## src/rtl/countdown_timer.sv

```systemverilog
// Loadable down-counter with IDLE/RUN/DONE control and a done flag held until acknowledged.
// Latency: all outputs registered, one edge per action; load of N>0 expires N edges later.
// Backpressure: no handshake; done is held until done_ack. COUNTDOWN_TIMER_AUTO_RELOAD_EN enables auto-reload with a sticky overrun flag.
module countdown_timer #(
    parameter int W = 4
) (
    input  logic         clk,
    input  logic         rst_n,
    input  logic         load,
    input  logic [W-1:0] load_val,
    input  logic         enb,
    input  logic         abort,
    input  logic         done_ack,
    output logic [W-1:0] q,
    output logic         busy,
    output logic         done,
    output logic         overrun
);

    typedef enum logic [1:0] {
        ST_IDLE = 2'd0,
        ST_RUN  = 2'd1,
        ST_DONE = 2'd2
    } state_t;

    localparam logic [W-1:0] ONE = W'(1);

    state_t       state_q, state_d;
    logic [W-1:0] q_q, q_d;
    logic [W-1:0] reload_q, reload_d;
    logic         busy_q, busy_d;
    logic         done_q, done_d;
`ifdef COUNTDOWN_TIMER_AUTO_RELOAD_EN
    logic         overrun_q, overrun_d;
`endif

    always_comb begin
        state_d  = state_q;
        q_d      = q_q;
        reload_d = reload_q;
        done_d   = done_q;
`ifdef COUNTDOWN_TIMER_AUTO_RELOAD_EN
        overrun_d = overrun_q;
`endif
        if (abort) begin
            state_d = ST_IDLE;
            q_d     = '0;
            done_d  = 1'b0;
`ifdef COUNTDOWN_TIMER_AUTO_RELOAD_EN
            overrun_d = 1'b0;
`endif
        end else if (load) begin
            reload_d = load_val;
`ifdef COUNTDOWN_TIMER_AUTO_RELOAD_EN
            overrun_d = 1'b0;
`endif
            if (load_val != '0) begin
                state_d = ST_RUN;
                q_d     = load_val;
                done_d  = 1'b0;
            end else begin
                // A zero terminal count expires immediately, even in auto-reload mode.
                state_d = ST_DONE;
                q_d     = '0;
                done_d  = 1'b1;
            end
        end else begin
            case (state_q)
                ST_RUN: begin
`ifdef COUNTDOWN_TIMER_AUTO_RELOAD_EN
                    if (done_ack) begin
                        done_d = 1'b0;
                    end
`endif
                    if (enb) begin
                        if (q_q > ONE) begin
                            q_d = q_q - ONE;
                        end else if (q_q == ONE) begin
`ifdef COUNTDOWN_TIMER_AUTO_RELOAD_EN
                            // Expiry re-asserts done even if acknowledged this same cycle.
                            q_d    = reload_q;
                            done_d = 1'b1;
                            if (done_q && !done_ack) begin
                                overrun_d = 1'b1;
                            end
`else
                            q_d     = '0;
                            done_d  = 1'b1;
                            state_d = ST_DONE;
`endif
                        end
                    end
                end
                ST_DONE: begin
                    if (done_ack) begin
                        state_d = ST_IDLE;
                        done_d  = 1'b0;
                    end
                end
                ST_IDLE: begin
                end
                default: begin
                    state_d = ST_IDLE;
                    q_d     = '0;
                    done_d  = 1'b0;
                end
            endcase
        end
        busy_d = (state_d == ST_RUN);
    end

    always_ff @(posedge clk or negedge rst_n) begin
        if (!rst_n) begin
            state_q  <= ST_IDLE;
            q_q      <= '0;
            reload_q <= '0;
            busy_q   <= 1'b0;
            done_q   <= 1'b0;
        end else begin
            state_q  <= state_d;
            q_q      <= q_d;
            reload_q <= reload_d;
            busy_q   <= busy_d;
            done_q   <= done_d;
        end
    end

`ifdef COUNTDOWN_TIMER_AUTO_RELOAD_EN
    always_ff @(posedge clk or negedge rst_n) begin
        if (!rst_n) begin
            overrun_q <= 1'b0;
        end else begin
            overrun_q <= overrun_d;
        end
    end
    assign overrun = overrun_q;
`else
    assign overrun = 1'b0;
`endif

    assign q    = q_q;
    assign busy = busy_q;
    assign done = done_q;

endmodule
```

## config.mk

```make
export PLATFORM = sky130hd
export DESIGN_NAME = countdown_timer
export DESIGN_NICKNAME = d
export VERILOG_FILES = /design/src/rtl/countdown_timer.sv
export SDC_FILE = /design/constraint.sdc
export NUM_CORES = 1
export LEC_CHECK = 0
export BUFFER_PORTS_ARGS = -buffer_cell sky130_fd_sc_hd__buf_4
export CORE_AREA = 5 5 42 44
export DETAILED_ROUTE_END_ITERATION = 8
export DIE_AREA = 0 0 47 49
export GPL_ROUTABILITY_DRIVEN = 0
export PLACE_DENSITY = 0.66
export SYNTH_ARGS = -nofsm -noshare
export SYNTH_HDL_FRONTEND = slang
export SYNTH_SLANG_ARGS = --single-unit
```

## constraint.sdc

```tcl
create_clock -name clk -period 2.1 [get_ports clk]
set_input_delay 0.105 -clock clk [delete_from_list [all_inputs] [get_ports clk]]
set_output_delay 0.105 -clock clk [all_outputs]
set_load 0.005 [all_outputs]
```

==> metrics.md, run 1 <==
| Metric | Value |
|---|---|
| Worst-path clk slew | `0.05 ns` |
| Met1 Use GR | `16.7%` |
| VDD IR max | `0.371 mV` |
| Yosys reg bits | `8` |
| Hold Vio Cnt, Final | `0` |
| R2R depth | `6` |
| CTS tree | `done` |
| Register area share after synthesis | `37.8%` |
| Worst R2R End | `q[1]$_DFFE_PN0P_` |
| Initial drt markers | `20` |
| First-pass GRT wire length | `2.15 mm` |
| Antenna diode count | `0` |
| Initial DRT Pass Iterations | `4` |
| Delay-heaviest family, CP | `compound AO/OA/AOI/OAI gates` |
| Syn_nets | `72` |
| Starting Density | `37.8%` |
| RR Startpoint | `q[1]$_DFFE_PN0P_` |
| Ys Warns | `0` |
| Critical path cell sequence | `inv_1 -> ha_1 -> nor3_1 -> a31o_2 -> a211oi_1 -> a2111oi_0` |
| Filler cells | `146` |
| WP depth | `6` |
| Setup repair bufs after CTS | `0` |
| Post-synthesis simple-gate area fraction | `20.6%` |
| CP max-delay cell | `dfrtp_1` |
| Syn_area_per_cell | `8.82 sq um` |
| Post-synthesis compound-gate area fraction | `25.1%` |
| Io pins | `17` |
| Number of buffers added on ports | `15` |
| RSZ-0062 raised after global routing | `false` |
| Root Driver | `clkbuf_4` |
| Final nets | `90` |
| Busiest grt layer | `met2` |
| Synth cell types | `33` |
| Commonest non-fill, non-tap cell in the layout | `buf_4` |
| Resized cells post-CTS | `0` |
| Xor and xnor area share after synthesis | `0%` |
| Startpoint class of the critical path | `flip-flop` |
| Final ANT Viol Nets | `0` |
| Syn-to-layout area delta | `28.4%` |
| Critical path's largest stage delay | `0.41 ns` |
| Setup slack, reg-to-reg | `0.30 ns` |
| Clk buf depth | `2` |
| Total GRT Usage | `12.3%` |
| Die area | `2300 sq um` |
| Final WL | `1.27 mm` |
| Setup crit start | `q[1]$_DFFE_PN0P_` |
| Setup violators final | `0` |
| Status | `finished, final reports clean` |
| Vias in the first global route | `506` |
| Slew HR | `58.3%` |
| Post-Syn Area | `529 sq um` |
| Worst Path Arrival | `1.91 ns` |
| Final HPWL DP | `1.00 mm` |
| Clock Latency Late Sink | `0.24 ns` |
| Largest net degree at the start of global routing | `16` |
| Via count | `522` |
| H-tree depth | `1` |
| Crit end category | `flip-flop` |
| P_leak | `0.318 nW` |
| Synth Area in Adders | `4.73%` |
| Die Y | `49 um` |
| Share of cells above drive strength 1 | `31.6%` |
| Routed len/inst | `13.8 um` |
| Cell total after placement | `88` |
| Max Cap Violations | `0` |
| Grt total ovfl | `0` |
| Hold Path Class | `in2reg` |
| CP Buf/Inv Count | `1` |
| Fmax achieved | `0.556 GHz` |
| Crit Path Class | `reg2reg` |
| GRT met2 Usage | `18.6%` |
| Critical Path RT | `2.21 ns` |
| Hold_buf cts | `1` |
| Largest family of logic cells by synthesized area | `compound AO/OA/AOI/OAI gates` |
| Num Clock Sinks | `8` |
| Core area | `1400 sq um` |
| Vias/cell | `5.67` |
| Min-delay src | `abort` |
| Power per cell area | `573 nW/um^2` |
| Setup_tns | `0 ns` |
| Worst Setup EP | `q[1]$_DFFE_PN0P_` |
| Final cell count without fillers | `92` |
| Fin crit period | `1.80 ns` |
| Die X | `47 um` |
| Clock Skew | `0.00390 ns` |
| CP Max Fanout | `5` |
| Final clock period utilization by the worst path | `85.6%` |
| Syn Inst Count | `60` |
| Site Rows | `14` |
| Total CTS buffers | `3` |
| Initial antenna violation count | `0` |
| Mux cell area share after synthesis | `4.73%` |
| GRT met3 Usage | `2.95%` |
| Pins Over Slew Limit | `0` |
| DRC | `0` |
| Most frequent cells in the layout | `buf_4, dfrtp_1, nor2_1` |
| Worst-margin pin slew | `0.617 ns` |
## Yosys cell counts
cell,number,area share (%)
a2111oi_0,1,1.7
a211o_1,1,1.7
a211oi_1,1,1.4
a21oi_1,4,3.8
a221oi_1,2,3.3
a311o_2,1,2.1
a31o_2,1,1.7
a31oi_1,1,1.2
a41o_1,1,1.9
a41oi_1,1,1.7
and4_1,1,1.7
buf_1,1,0.71
buf_4,1,1.4
clkbuf_1,1,0.71
conb_1,1,0.71
dfrtp_1,8,38
ha_1,2,4.7
inv_1,5,3.5
mux2_4,1,2.8
mux2i_1,1,1.9
nand2_1,3,2.1
nand2b_1,1,1.2
nand3_1,1,0.94
nor2_1,6,4.3
nor2_2,1,1.2
nor2b_1,3,3.5
nor3_1,2,1.9
nor4_1,1,1.2
o21ai_0,2,1.9
o22ai_1,1,1.2
o41ai_1,1,1.7
or2_2,1,1.2
or3_2,1,1.4
## worst register-to-register path, cell delays in order, from the launching register on
cell	delay, ns
dfrtp_1	0.41
inv_1	0.09
ha_1	0.23
nor3_1	0.26
a31o_2	0.25
a211oi_1	0.05
a2111oi_0	0.37
## layout make-up
type,count,area [sq um],area share [%]
clock buffer,3,22.5,3.31
timing repair buffer,16,123,18.0
inverter,5,18.8,2.76
sequential,8,200,29.5
tap,16,20.0,2.95
multi-input combinational,44,295,43.5
## cell families after synthesis
group           Yosys count
mux                       2
buf+inv                   8
compound gates           18
flops                     8
other cells               1
fa+ha+maj                 2
simple gates             21
## through the flow
step                      utilization, %  setup slack, ns  total power, mW  hold WS, ns  cell area [sq um]
after CTS                           48.5            0.291            0.393       0.0759                679
after global placement              46.2            0.430            0.277      -0.0704                647
after floorplan                        -            0.546            0.234       -0.191                529
final                               48.5            0.301            0.389       0.0810                679
after global routing                48.5            0.130            0.421       0.0696                679
after detailed placement            46.2            0.310            0.278      -0.0705                647
## state kept, by name (all words and copies together), names as in the netlist
signal,flops
done,1
state_q,2
busy,1
q,4
## worst min path at each step
| stage | end | slack (ns) | cells after the start |
|---|---|---|---|
| 6_report | state_q[0]$_DFF_PN0_ | 0.08 | 2 |
| 5_1_grt | state_q[0]$_DFF_PN0_ | 0.07 | 2 |
| 4_1_cts | state_q[0]$_DFF_PN0_ | 0.08 | 2 |
| 3_5_place_dp | state_q[1]$_DFF_PN0_ | -0.07 | 1 |
| 3_3_place_gp | done$_DFFE_PN0P_ | -0.07 | 1 |
| 2_1_floorplan | busy$_DFF_PN0_ | -0.19 | 0 |
## per-layer routing
| layer | routed length, um | part of all wire, % | up-vias |
|---|---|---|---|
| met4 | 5 | 0.39 | 0 |
| met5 | 0 | 0 | - |
| met2 | 622 | 49 | 21 |
| met1 | 564 | 44 | 243 |
| li1 | - | - | 256 |
| met3 | 78 | 6.1 | 2 |
## power breakdown
group	internal (mW)	switching [mW]	total [mW]	leakage (nW)
combinational	0.0503	0.0501	0.100	0.200
clock	0.0650	0.0463	0.111	0.0138
sequential	0.165	0.0127	0.178	0.104
total	0.280	0.109	0.389	0.318
Power figures use the tool's default switching activity.
==> inputs of run 2 (changes only) <==
--- a/config.mk
+++ b/config.mk
@@ -10,7 +10,9 @@
 export DETAILED_ROUTE_END_ITERATION = 8
 export DIE_AREA = 0 0 47 49
 export GPL_ROUTABILITY_DRIVEN = 0
+export GPL_TIMING_DRIVEN = 0
 export PLACE_DENSITY = 0.66
+export RECOVER_POWER = 100
 export SYNTH_ARGS = -nofsm -noshare
 export SYNTH_HDL_FRONTEND = slang
 export SYNTH_SLANG_ARGS = --single-unit
==> run 2 against run 1 <==
  * Fmax decreased by 0.92%
  * Count of clock-buffer cells in the layout unchanged
  * Critical path type unchanged
  * Largest power group unchanged
  * Worst hold slack improved by 0.031 ns
  * Largest cell class unchanged
  * Sequential power about the same
==> metrics.md, run 2 (synthesis results as in run 1) <==
| Metric | Value |
|---|---|
| Status | `finished, final reports clean (unchanged)` |
| Hold Vio Cnt, Final | `0 (unchanged)` |
| Site Rows | `14 (unchanged)` |
| Initial drt markers | `20 (unchanged)` |
| Slew HR | `64.8% (was 58.3%)` |
| Number of buffers added on ports | `14 (was 15)` |
| H-tree depth | `1 (unchanged)` |
| Antenna diode count | `0 (unchanged)` |
| Final core occ | `48.5% (unchanged)` |
| Design area | `679 sq um (unchanged)` |
| CP Max Fanout | `5 (unchanged)` |
| P_leak | `0.312 nW (was 0.318 nW)` |
| Fmax achieved | `0.551 GHz (was 0.556 GHz)` |
| Via count | `508 (was 522)` |
| Most frequent cells in the layout | `clkbuf_4, buf_4, dfrtp_1 (was buf_4, dfrtp_1, nor2_1)` |
| Pins Over Slew Limit | `0 (unchanged)` |
| Worst-path clk slew | `0.06 ns (was 0.05 ns)` |
| Setup violators final | `0 (unchanged)` |
| CP max-delay cell | `a2111oi_0 (was dfrtp_1)` |
| Placed instance area | `654 sq um (was 647 sq um)` |
| Grt total ovfl | `0 (unchanged)` |
| Critical Path RT | `2.21 ns (about the same)` |
| Final HPWL DP | `995 um (was 1.00 mm)` |
| First-pass GRT wire length | `2.27 mm (was 2.15 mm)` |
| Share of cells above drive strength 1 | `28.2% (was 31.6%)` |
| Largest register FFs | `4 (unchanged)` |
| Power per cell area | `581 nW/um^2 (was 573 nW/um^2)` |
| Largest net degree at the start of global routing | `11 (was 16)` |
| Hold Path Class | `in2reg (unchanged)` |
| Delay-heaviest family, CP | `compound AO/OA/AOI/OAI gates (unchanged)` |
| Filler cells | `147 (was 146)` |
| Max Cap Violations | `0 (unchanged)` |
| Total GRT Usage | `13.4% (was 12.3%)` |
| Final clock period utilization by the worst path | `86.4% (was 85.6%)` |
| Final ANT Viol Nets | `0 (unchanged)` |
| Initial antenna violation count | `0 (unchanged)` |
| CTS tree | `done (unchanged)` |
| Core area | `1400 sq um (unchanged)` |
| Clock Latency Late Sink | `0.26 ns (was 0.24 ns)` |
| DRC | `0 (unchanged)` |
| Io pins | `17 (unchanged)` |
| Crit Path Class | `reg2reg (unchanged)` |
| Vias in the first global route | `525 (was 506)` |
| RSZ-0062 raised after global routing | `false (unchanged)` |
| Total CTS buffers | `3 (unchanged)` |
| CP Buf/Inv Count | `1 (unchanged)` |
| VDD IR max | `0.377 mV (was 0.371 mV)` |
| Routed len/inst | `13.7 um (was 13.8 um)` |
| Die X | `47 um (unchanged)` |
| Clock Skew | `0.00918 ns (was 0.00390 ns)` |
| Critical path cell sequence | `inv_1 -> ha_1 -> nor3_1 -> a31o_2 -> a211oi_1 -> a2111oi_0 (unchanged)` |
| Initial DRT Pass Iterations | `4 (unchanged)` |
| Worst Path Arrival | `1.92 ns (was 1.91 ns)` |
| Setup_tns | `0 ns (unchanged)` |
| Startpoint class of the critical path | `flip-flop (unchanged)` |
| Power after layout | `0.394 mW (was 0.389 mW)` |
| Commonest non-fill, non-tap cell in the layout | `clkbuf_4 (was buf_4)` |
| Critical path's largest stage delay | `0.44 ns (was 0.41 ns)` |
| Worst-margin pin slew | `0.522 ns (was 0.617 ns)` |
| Fin crit period | `1.82 ns (was 1.80 ns)` |
| WHS | `0.112 ns (was 0.0810 ns)` |
| Vias/cell | `5.40 (was 5.67)` |
| Die Y | `49 um (unchanged)` |
| Final WL | `1.29 mm (was 1.27 mm)` |
| Final nets | `92 (was 90)` |
| Root Driver | `clkbuf_4 (unchanged)` |
| Starting Density | `37.8% (unchanged)` |
| Num Clock Sinks | `8 (unchanged)` |
| Crit end category | `flip-flop (unchanged)` |
| Die area | `2300 sq um (unchanged)` |
| Clk buf depth | `2 (unchanged)` |
| Syn-to-layout area delta | `28.4% (unchanged)` |
| Setup repair bufs after CTS | `0 (unchanged)` |
[run 2: power breakdown]
part           total [mW]  leakage [nW]  switching [mW]  internal (mW)
logic              0.0970         0.194          0.0491         0.0479
registers           0.177         0.104          0.0122          0.165
clock network       0.120        0.0138          0.0548         0.0656
[run 2: layer usage]
metal  share of wire, %  track usage (%)
met1                 45             20.1
met4               0.93             8.29
met3                6.2             2.58
met2                 48             17.0
met5                  0                0
[run 2: worst paths after layout]
| check | from | to | slack [ns] | cells after the start |
|---|---|---|---|---|
| setup / recovery | q[1]$_DFFE_PN0P_ | q[1]$_DFFE_PN0P_ | 0.28 | 6 |
| hold / removal | load_val[0] | q[0]$_DFFE_PN0P_ | 0.11 | 3 |
| setup reg to reg | q[1]$_DFFE_PN0P_ | q[1]$_DFFE_PN0P_ | 0.28 | 6 |
| hold reg to reg | done$_DFFE_PN0P_ | done$_DFFE_PN0P_ | 0.49 | 1 |
| max in group asynchronous | rst_n | state_q[0]$_DFF_PN0_ | 1.49 | 2 |
| min in group asynchronous | rst_n | busy$_DFF_PN0_ | 0.30 | 2 |
[run 2: final cells by class]
cell class | instances | area [sq um] | area share (%)
Inverter | 5 | 18.8 | 2.76
Sequential cell | 8 | 200 | 29.5
Clock buffer | 3 | 22.5 | 3.31
Tap cell | 16 | 20.0 | 2.95
Timing Repair Buffer | 15 | 111 | 16.4
Multi-Input combinational cell | 44 | 292 | 42.9
Buffer | 3 | 15.0 | 2.21
[run 2: timing repair]
item                      4_1_cts  5_1_grt
hold buffers                    1        0
gates resized for setup         0        0
hold endpoints to repair        8        0
[run 2: tightest hold or removal path: stages]
cell and delay (ns):
buf_4 0.11, inv_1 0.04, a221oi_1 0.06
[run 2: stage by stage]
step	setup slack, ns	std cells
after floorplan	0.546	60
after detailed placement	0.330	90
after global placement	0.375	90
final	0.285	94
after CTS	0.318	94
after global routing	0.0358	94
